`src/rtl/vga_sync_timing_gen.sv`:
```
// VGA raster timing generator: horizontal/vertical counters advanced by a
// pixel-clock enable, registered sync/display-enable/strobe outputs, and a
// frame-synchronous colour-enable handshake.
// Optional feature: define VGA_TIMING_FRAME_CNT_EN to add a 16-bit frame_count
// output that counts frame_start pulses (wrapping 0xFFFF -> 0).
module vga_sync_timing_gen #(
  parameter int   H_ACTIVE = 640,
  parameter int   H_FP     = 16,
  parameter int   H_SYNC   = 96,
  parameter int   H_BP     = 48,
  parameter int   V_ACTIVE = 480,
  parameter int   V_FP     = 10,
  parameter int   V_SYNC   = 2,
  parameter int   V_BP     = 33,
  parameter logic HS_POL   = 1'b0,
  parameter logic VS_POL   = 1'b0
) (
  input  logic        clk,
  input  logic        rst,
  input  logic        pix_en,
  input  logic        rendering_finished,
  output logic        hsync,
  output logic        vsync,
  output logic        dena,
  output logic [10:0] pixel_x,
  output logic [10:0] pixel_y,
  output logic        line_start,
  output logic        frame_start,
  output logic        enable_output_color
`ifdef VGA_TIMING_FRAME_CNT_EN
  ,
  output logic [15:0] frame_count
`endif
);

  localparam int H_TOTAL = H_ACTIVE + H_FP + H_SYNC + H_BP;
  localparam int V_TOTAL = V_ACTIVE + V_FP + V_SYNC + V_BP;

  // Counters are 11 bits wide, so neither total may exceed 2048.
  if (H_TOTAL > 2048 || V_TOTAL > 2048 || H_TOTAL < 1 || V_TOTAL < 1) begin : g_total_check
    $error("vga_sync_timing_gen: H_TOTAL/V_TOTAL must be in 1..2048");
  end

  localparam logic [10:0] H_LAST       = 11'(H_TOTAL - 1);
  localparam logic [10:0] V_LAST       = 11'(V_TOTAL - 1);
  localparam logic [10:0] H_FP_START   = 11'(H_ACTIVE);
  localparam logic [10:0] H_SYNC_START = 11'(H_ACTIVE + H_FP);
  localparam logic [10:0] H_BP_START   = 11'(H_ACTIVE + H_FP + H_SYNC);
  localparam logic [10:0] V_FP_START   = 11'(V_ACTIVE);
  localparam logic [10:0] V_SYNC_START = 11'(V_ACTIVE + V_FP);
  localparam logic [10:0] V_BP_START   = 11'(V_ACTIVE + V_FP + V_SYNC);

  // A phase start equal to the total means that phase and all later ones are
  // empty; such a boundary must never match (it would alias to count 0).
  localparam bit H_FP_OK   = (H_ACTIVE < H_TOTAL);
  localparam bit H_SYNC_OK = (H_ACTIVE + H_FP < H_TOTAL);
  localparam bit H_BP_OK   = (H_ACTIVE + H_FP + H_SYNC < H_TOTAL);
  localparam bit V_FP_OK   = (V_ACTIVE < V_TOTAL);
  localparam bit V_SYNC_OK = (V_ACTIVE + V_FP < V_TOTAL);
  localparam bit V_BP_OK   = (V_ACTIVE + V_FP + V_SYNC < V_TOTAL);

  typedef enum logic [1:0] {PH_ACTIVE, PH_FP, PH_SYNC, PH_BP} phase_t;

  logic [10:0] h_cnt_reg, h_cnt_next;
  logic [10:0] v_cnt_reg, v_cnt_next;
  phase_t      h_state_reg, h_state_next;
  phase_t      v_state_reg, v_state_next;
  logic        frame_tick;
  logic        dena_reg, hsync_reg, vsync_reg;
  logic        line_start_reg, frame_start_reg, eoc_reg;

  // Next counter values: h advances per tick, v advances when h wraps.
  always_comb begin
    h_cnt_next = h_cnt_reg;
    v_cnt_next = v_cnt_reg;
    if (pix_en) begin
      if (h_cnt_reg == H_LAST) begin
        h_cnt_next = '0;
        v_cnt_next = (v_cnt_reg == V_LAST) ? 11'd0 : v_cnt_reg + 11'd1;
      end else begin
        h_cnt_next = h_cnt_reg + 11'd1;
      end
    end
  end

  assign frame_tick = pix_en && (h_cnt_next == 11'd0) && (v_cnt_next == 11'd0);

  // Phase next-state: enter a phase when the next count hits its start.
  // Later phases are tested last so an empty phase is skipped over.
  always_comb begin
    h_state_next = h_state_reg;
    v_state_next = v_state_reg;
    if (pix_en) begin
      if (h_cnt_next == 11'd0)                    h_state_next = PH_ACTIVE;
      if (H_FP_OK   && h_cnt_next == H_FP_START)   h_state_next = PH_FP;
      if (H_SYNC_OK && h_cnt_next == H_SYNC_START) h_state_next = PH_SYNC;
      if (H_BP_OK   && h_cnt_next == H_BP_START)   h_state_next = PH_BP;
      if (v_cnt_next == 11'd0)                    v_state_next = PH_ACTIVE;
      if (V_FP_OK   && v_cnt_next == V_FP_START)   v_state_next = PH_FP;
      if (V_SYNC_OK && v_cnt_next == V_SYNC_START) v_state_next = PH_SYNC;
      if (V_BP_OK   && v_cnt_next == V_BP_START)   v_state_next = PH_BP;
    end
  end

  // Counter and phase state registers; reset parks on the last pixel.
  always_ff @(posedge clk) begin
    if (rst) begin
      h_cnt_reg   <= H_LAST;
      v_cnt_reg   <= V_LAST;
      h_state_reg <= PH_BP;
      v_state_reg <= PH_BP;
    end else begin
      h_cnt_reg   <= h_cnt_next;
      v_cnt_reg   <= v_cnt_next;
      h_state_reg <= h_state_next;
      v_state_reg <= v_state_next;
    end
  end

  // Registered outputs from next-state values, so they align with the counters.
  always_ff @(posedge clk) begin
    if (rst) begin
      dena_reg        <= 1'b0;
      hsync_reg       <= ~HS_POL;
      vsync_reg       <= ~VS_POL;
      line_start_reg  <= 1'b0;
      frame_start_reg <= 1'b0;
      eoc_reg         <= 1'b0;
    end else begin
      line_start_reg  <= 1'b0;
      frame_start_reg <= 1'b0;
      if (pix_en) begin
        dena_reg        <= (h_state_next == PH_ACTIVE) && (v_state_next == PH_ACTIVE);
        hsync_reg       <= (h_state_next == PH_SYNC) ? HS_POL : ~HS_POL;
        vsync_reg       <= (v_state_next == PH_SYNC) ? VS_POL : ~VS_POL;
        line_start_reg  <= (h_cnt_next == 11'd0);
        frame_start_reg <= frame_tick;
        if (frame_tick) begin
          eoc_reg <= rendering_finished;
        end
      end
    end
  end

`ifdef VGA_TIMING_FRAME_CNT_EN
  logic [15:0] frame_count_reg;

  // Frame counter steps together with the frame_start pulse.
  always_ff @(posedge clk) begin
    if (rst) begin
      frame_count_reg <= '0;
    end else if (frame_tick) begin
      frame_count_reg <= frame_count_reg + 16'd1;
    end
  end

  assign frame_count = frame_count_reg;
`endif

  assign hsync               = hsync_reg;
  assign vsync               = vsync_reg;
  assign dena                = dena_reg;
  assign pixel_x             = h_cnt_reg;
  assign pixel_y             = v_cnt_reg;
  assign line_start          = line_start_reg;
  assign frame_start         = frame_start_reg;
  assign enable_output_color = eoc_reg;

endmodule

```
`config.mk`:
```
export PLATFORM = sky130hd
export DESIGN_NAME = vga_sync_timing_gen
export DESIGN_NICKNAME = d
export VERILOG_FILES = /design/src/rtl/vga_sync_timing_gen.sv
export SDC_FILE = /design/constraint.sdc
export NUM_CORES = 1
export LEC_CHECK = 0
export CORE_MARGIN = 2
export CORE_UTILIZATION = 47
export CTS_CLUSTER_DIAMETER = 60
export DETAILED_ROUTE_END_ITERATION = 8
export GPL_TIMING_DRIVEN = 0
export PLACE_DENSITY = 0.75
export SLEW_MARGIN = 20
export SYNTH_ARGS = -nofsm -noshare
export SYNTH_HDL_FRONTEND = slang
export SYNTH_SLANG_ARGS = --single-unit
```
`constraint.sdc`:
```
create_clock -name clk -period 3.4 [get_ports clk]
set_input_delay 0.34 -clock clk [delete_from_list [all_inputs] [get_ports clk]]
set_output_delay 0.34 -clock clk [all_outputs]
set_load 0.02 [all_outputs]
```
After elaboration in Yosys (flattened, before gate mapping)

Index checks and enable logic that the tools add are counted.
W data, S select, Z words.

Bitwise gates (word level): 1
Add/subtract/negate cells: 2
Muxes and demuxes: 17
Equal/unequal tests: 10
Reduce and logical (&&, ||, !) cells: 9

Operators by type and width:

| operator                | number |
|---|---|
| $eq A11 B10 Y1 const B  | 5 |
| $mux W11                | 5 |
| $eq A11 B9 Y1 const B   | 3 |
| $add A11 B1 Y11 const B | 2 |
| $logic_not A11 Y1       | 2 |
| $mux W2                 | 10 |
| $eq A2 B2 Y1 const B    | 2 |
| $logic_not A2 Y1        | 2 |
| $logic_and A1 B1 Y1     | 3 |
| $mux W1                 | 2 |
| $reduce_and A2 Y1       | 1 |
| $reduce_or A2 Y1        | 1 |
| $not A1 Y1              | 1 |

Input bits: 4
Output and inout bits: 28
Register bits: 32
Word-level logic and storage cells: 49

Logic depth before layout (Yosys ltp)

Depth in word-level cells: 12
Mapped depth: 12
Gate-level depth less buffers: 11

Worst setup path before layout

No wires, ideal clock.

Path kind: flip-flop to flip-flop
Start point: reg h_cnt_reg[0] (netlist: pixel_x[0])
End point: reg vsync_reg (netlist: vsync)
Period minus slack after synthesis: 3.485 ns
Arrival time: 3.355 ns
Cell stages (with the launch flop): 11
Library setup time: 0.130 ns
Setup slack: -0.085 ns
Buffers on the path: 0
Cells stage by stage: dfxtp_1 ha_1 inv_1 or4_1 nor3_1 xnor2_1 o211ai_1 or4b_4 or4_4 a221oi_1 o21ai_1

Word-level cells in the longest chain between the ends: 11
Elaborated cells between the ends (all ways): 14

RTL lines:

| item                     | line | source |
|---|---|---|
| start: declaration       | 64   | `logic [10:0] h_cnt_reg, h_cnt_next;` |
| start signal: assignment | 113  | `h_cnt_reg <= h_cnt_next;` |
| $eq A11 B10 Y1 *         | 77   | `if (h_cnt_reg == H_LAST) begin` |
| $mux W11 *               | 77   |  |
| $mux W11 *               | 76   | `if (pix_en) begin` |
| $logic_not A11 Y1        | 98   | `if (v_cnt_next == 11'd0) v_state_next = PH_ACTIVE;` |
| $mux W2                  | 98   |  |
| $mux W2                  | 99   | `if (V_FP_OK && v_cnt_next == V_FP_START) v_state_next = PH_FP;` |
| $mux W2                  | 100  | `if (V_SYNC_OK && v_cnt_next == V_SYNC_START) v_state_next = PH_SYNC;` |
| $mux W2 *                | 101  | `if (V_BP_OK && v_cnt_next == V_BP_START) v_state_next = PH_BP;` |
| $mux W2 *                | 93   | `if (pix_en) begin` |
| $eq A2 B2 Y1 *           | 135  | `vsync_reg <= (v_state_next == PH_SYNC) ? VS_POL : ~VS_POL;` |
| $mux W1 *                | 135  |  |
| end signal: assignment   | 125  | `vsync_reg <= ~VS_POL;` |
| end signal: assignment   | 135  |  |
| end: declaration         | 69   | `logic dena_reg, hsync_reg, vsync_reg;` |

Every way passes the cells marked *; elsewhere a longest branch is shown, timed or not.
A chain may end at the register's enable or synchronous reset.

Worst setup path in the final report

Start point: reg h_cnt_reg[7] (netlist: pixel_x[7])
End point: reg vsync_reg (netlist: vsync)

Same word-level chain as after synthesis.

==> flow_summary.yaml <==
status:
  status: "finished clean"
cells_and_area:
  final_area_um2: 2422
  area_growth_syn_to_layout_pct: 31.88
  finalNetCount: 286
  final_util_pct: 65.19
  drive_gt1_share_pct: 14.29
  diodes: 0
synth:
  synth_edf_count: 0
  syn_nets: 242
  ys.flop_type: "dfxtp_1"
  async_reset_ff_share_pct: 0
  yosys_warnings: 0
  synth-seq-area-share_pct: 34.88
  synth_cell_types: 47
  synth.cell_area_um2: 1837
  syn_area_per_cell_um2: 7.816
  synthCells: 235
  synth_seq_cells: 32
floorplanning:
  fp.dieW_um: 66.52
  die_h_um: 66.52
  ios: 32
  row_count: 22
  start_util_pct: 49.43
  core_um2: 3716
  die_area_um2: 4424
power_and_ir_drop:
  seqPwrFrac_pct: 32.6
  pwr-share-clk_pct: 19.5
  p_sw_uw: 681.7
  power.density_nw_per_um2: 660.5
  peakVddDrop_mv: 0.3000
  internal_power_uw: 918.4
  switching_share_pct: 42.60
  power_frac_comb_pct: 47.9
  leakage_uw: 0.0008911
place:
  io_buffers: 30
  gp_congestion: 0.8804
  hpwlAfterDp_um: 3263
  dpl_cell_area_um2: 2210
clock_tree:
  clock-root-buffer: "clkbuf_8"
  cts_made_buffers: 5
  clk_pin_slew_ns: 0.07
  cts_sinks: 32
  clkLatencyLatePin_ns: 0.30
  cts.path.max_buffers: 2
  htreeDepth: 2
  hold_buffers: 0
  cts_tree: "yes"
detailed_routing:
  ant_nets: 0
  vias: 1889
  wire_per_inst_um: 14.79
  drcViolationCount: 0
  drt_iter0_markers: 185
  wirelength_um: 4852
  dr.pass1.iters: 4
  vias_per_cell: 5.759
critical_path:
  crit_fanout: 5
  required_ns: 3.57
  end_kind: "flop"
  criticalPathCategory: "reg -> reg"
  worstSetupStartpointType: "flop"
  arrival_ns: 3.52
grt:
  grt_max_degree: 11
  antenna_found_initial: 0
  grt_usage_pct: 23.30
  grt_first_pass_wirelength_um: 7790
  overflow: 0
  grt_pass1_vias: 1667
sta:
  max_slew_margin_pct: 63.89
  slew_viol_final: 0
  layout_min_cycle_time_ns: 3.348
  finClkSkew_ns: 0.008597
  setup_violations: 0
  worst_slew_pin_slew_ns: 0.5417
  rsz0062_at_grt: "yes"
  period_share_pct: 98.46
  fmax_ghz: 0.2987
  hold_violations: 0
flow_run:
  cap_violations: 0
hold_path:
  hp-class: "in -> reg"
==> cell usage in the layout (no fill, tap or decap), types with 4 or more instances in the layout <==
master            n
inv_1            11
buf_4             7
xnor2_1           8
a31oi_1           4
and3_1            6
o21ai_0          14
clkbuf_8          6
clkdlybuf4s50_1  30
xor2_1           10
nand4_1           7
a21oi_1          12
clkbuf_1         11
nor3_1           11
nand3_1           7
nor2_1           27
nand2_1          21
dfxtp_1          27
==> through the flow <==
stage	hold slack [ns]	TNS (ns)	power (uW)	setup slack (ns)	std cells
detailed placement	0.4649	-0.4462	1220	-0.2087	313
CTS	0.4690	0	1565	0.002176	326
global placement	0.4516	-0.4459	1211	-0.2254	313
floorplan	0.4395	0	1006	0.001998	235
finish	0.4696	0	1600	0.05231	328
global route	0.4940	-0.09155	1704	-0.05134	328
==> final timing paths <==
path                             startpoint                        end  slack (ns)  depth (start not counted)
setup / recovery      pixel_x[7]$_SDFF_PP0_         vsync$_SDFFE_PP1P_        0.05                         12
hold / removal                       pix_en      pixel_x[2]$_SDFF_PP1_        0.47                          4
setup reg to reg      pixel_x[7]$_SDFF_PP0_         vsync$_SDFFE_PP1P_        0.05                         12
hold reg to reg   h_state_reg[0]$_SDFF_PP1_  h_state_reg[0]$_SDFF_PP1_        0.48                          1
==> worst max-delay path, stage by stage, from the launching register on <==
cell and delay, ns:
dfxtp_4 0.34, or4_4 0.55, or4_4 0.46, buf_4 0.16, nor2_1 0.24, a21oi_1 0.18, and3_1 0.20, nand4_1 0.24
o211ai_1 0.20, buf_4 0.17, buf_4 0.12, a221oi_2 0.27, o21ai_1 0.08
==> power by group through the flow <==
stage	Sequential [uW]	Combinational, uW	Clock [uW]
floorplan	570	436	0
global placement	518	693	0
detailed placement	520	700	0
CTS	517	733	316
global route	529	839	335
finish	522	767	312
==> cell families (layout without fill, tap and decap cells) <==
logic type / count (synthesis) / in the layout / synth area share, %
buf+inv: 24 / 69 / 5.041
compound gates: 51 / 51 / 17.58
xor+xnor: 19 / 19 / 9.060
mux: 2 / 2 / 1.158
simple gates: 104 / 104 / 30.25
flops: 32 / 32 / 34.88
fa+ha+maj: 3 / 3 / 2.044
==> synth_stat cells, types with 2 or more instances <==
master	number	area share (%)
or2_2	2	0.68
buf_2	2	0.54
o211ai_1	3	1.2
nand2_1	21	4.3
or4_4	2	1.2
xnor2_1	9	4.3
nor3_1	12	3.3
nand2b_1	2	0.68
ha_1	3	2.0
nand4_1	7	2.4
xor2_1	10	4.8
o21ai_0	15	4.1
a22oi_1	3	1.2
nor2_1	27	5.5
nor4_1	4	1.4
or3_1	4	1.4
and3_1	6	2.0
a31oi_1	4	1.4
nand3_1	7	1.9
dfxtp_1	32	35
clkbuf_1	11	2.2
and2_1	2	0.68
inv_1	11	2.2
a21oi_1	12	3.3
o21ai_1	2	0.54
==> final cells by class <==
| class | instances | area [um2] |
|---|---|---|
| buffer | 13 | 51.30 |
| fill | 321 | 1294 |
| clock buffer | 6 | 82.58 |
| sequential | 32 | 654.4 |
| clock inverter | 2 | 10.01 |
| timing repair buffer | 37 | 352.8 |
| multi-input combinational | 179 | 1170 |
| inverter | 11 | 41.29 |
| tap | 48 | 60.06 |
==> routing by layer <==
layer,GRT usage (%),share of wire [%]
met3,6.926,8.3
met1,30.45,46
met5,0,0
met4,8.929,1.3
met2,36.00,45
==> timing repair <==
item / 4_1_cts / 5_1_grt
endpoints found under the setup margin: 4 / 4
gates resized for setup: 11 / 4
setup buffers: 5 / 2
pin swaps: 11 / 9
Power figures use the tool's default switching activity.
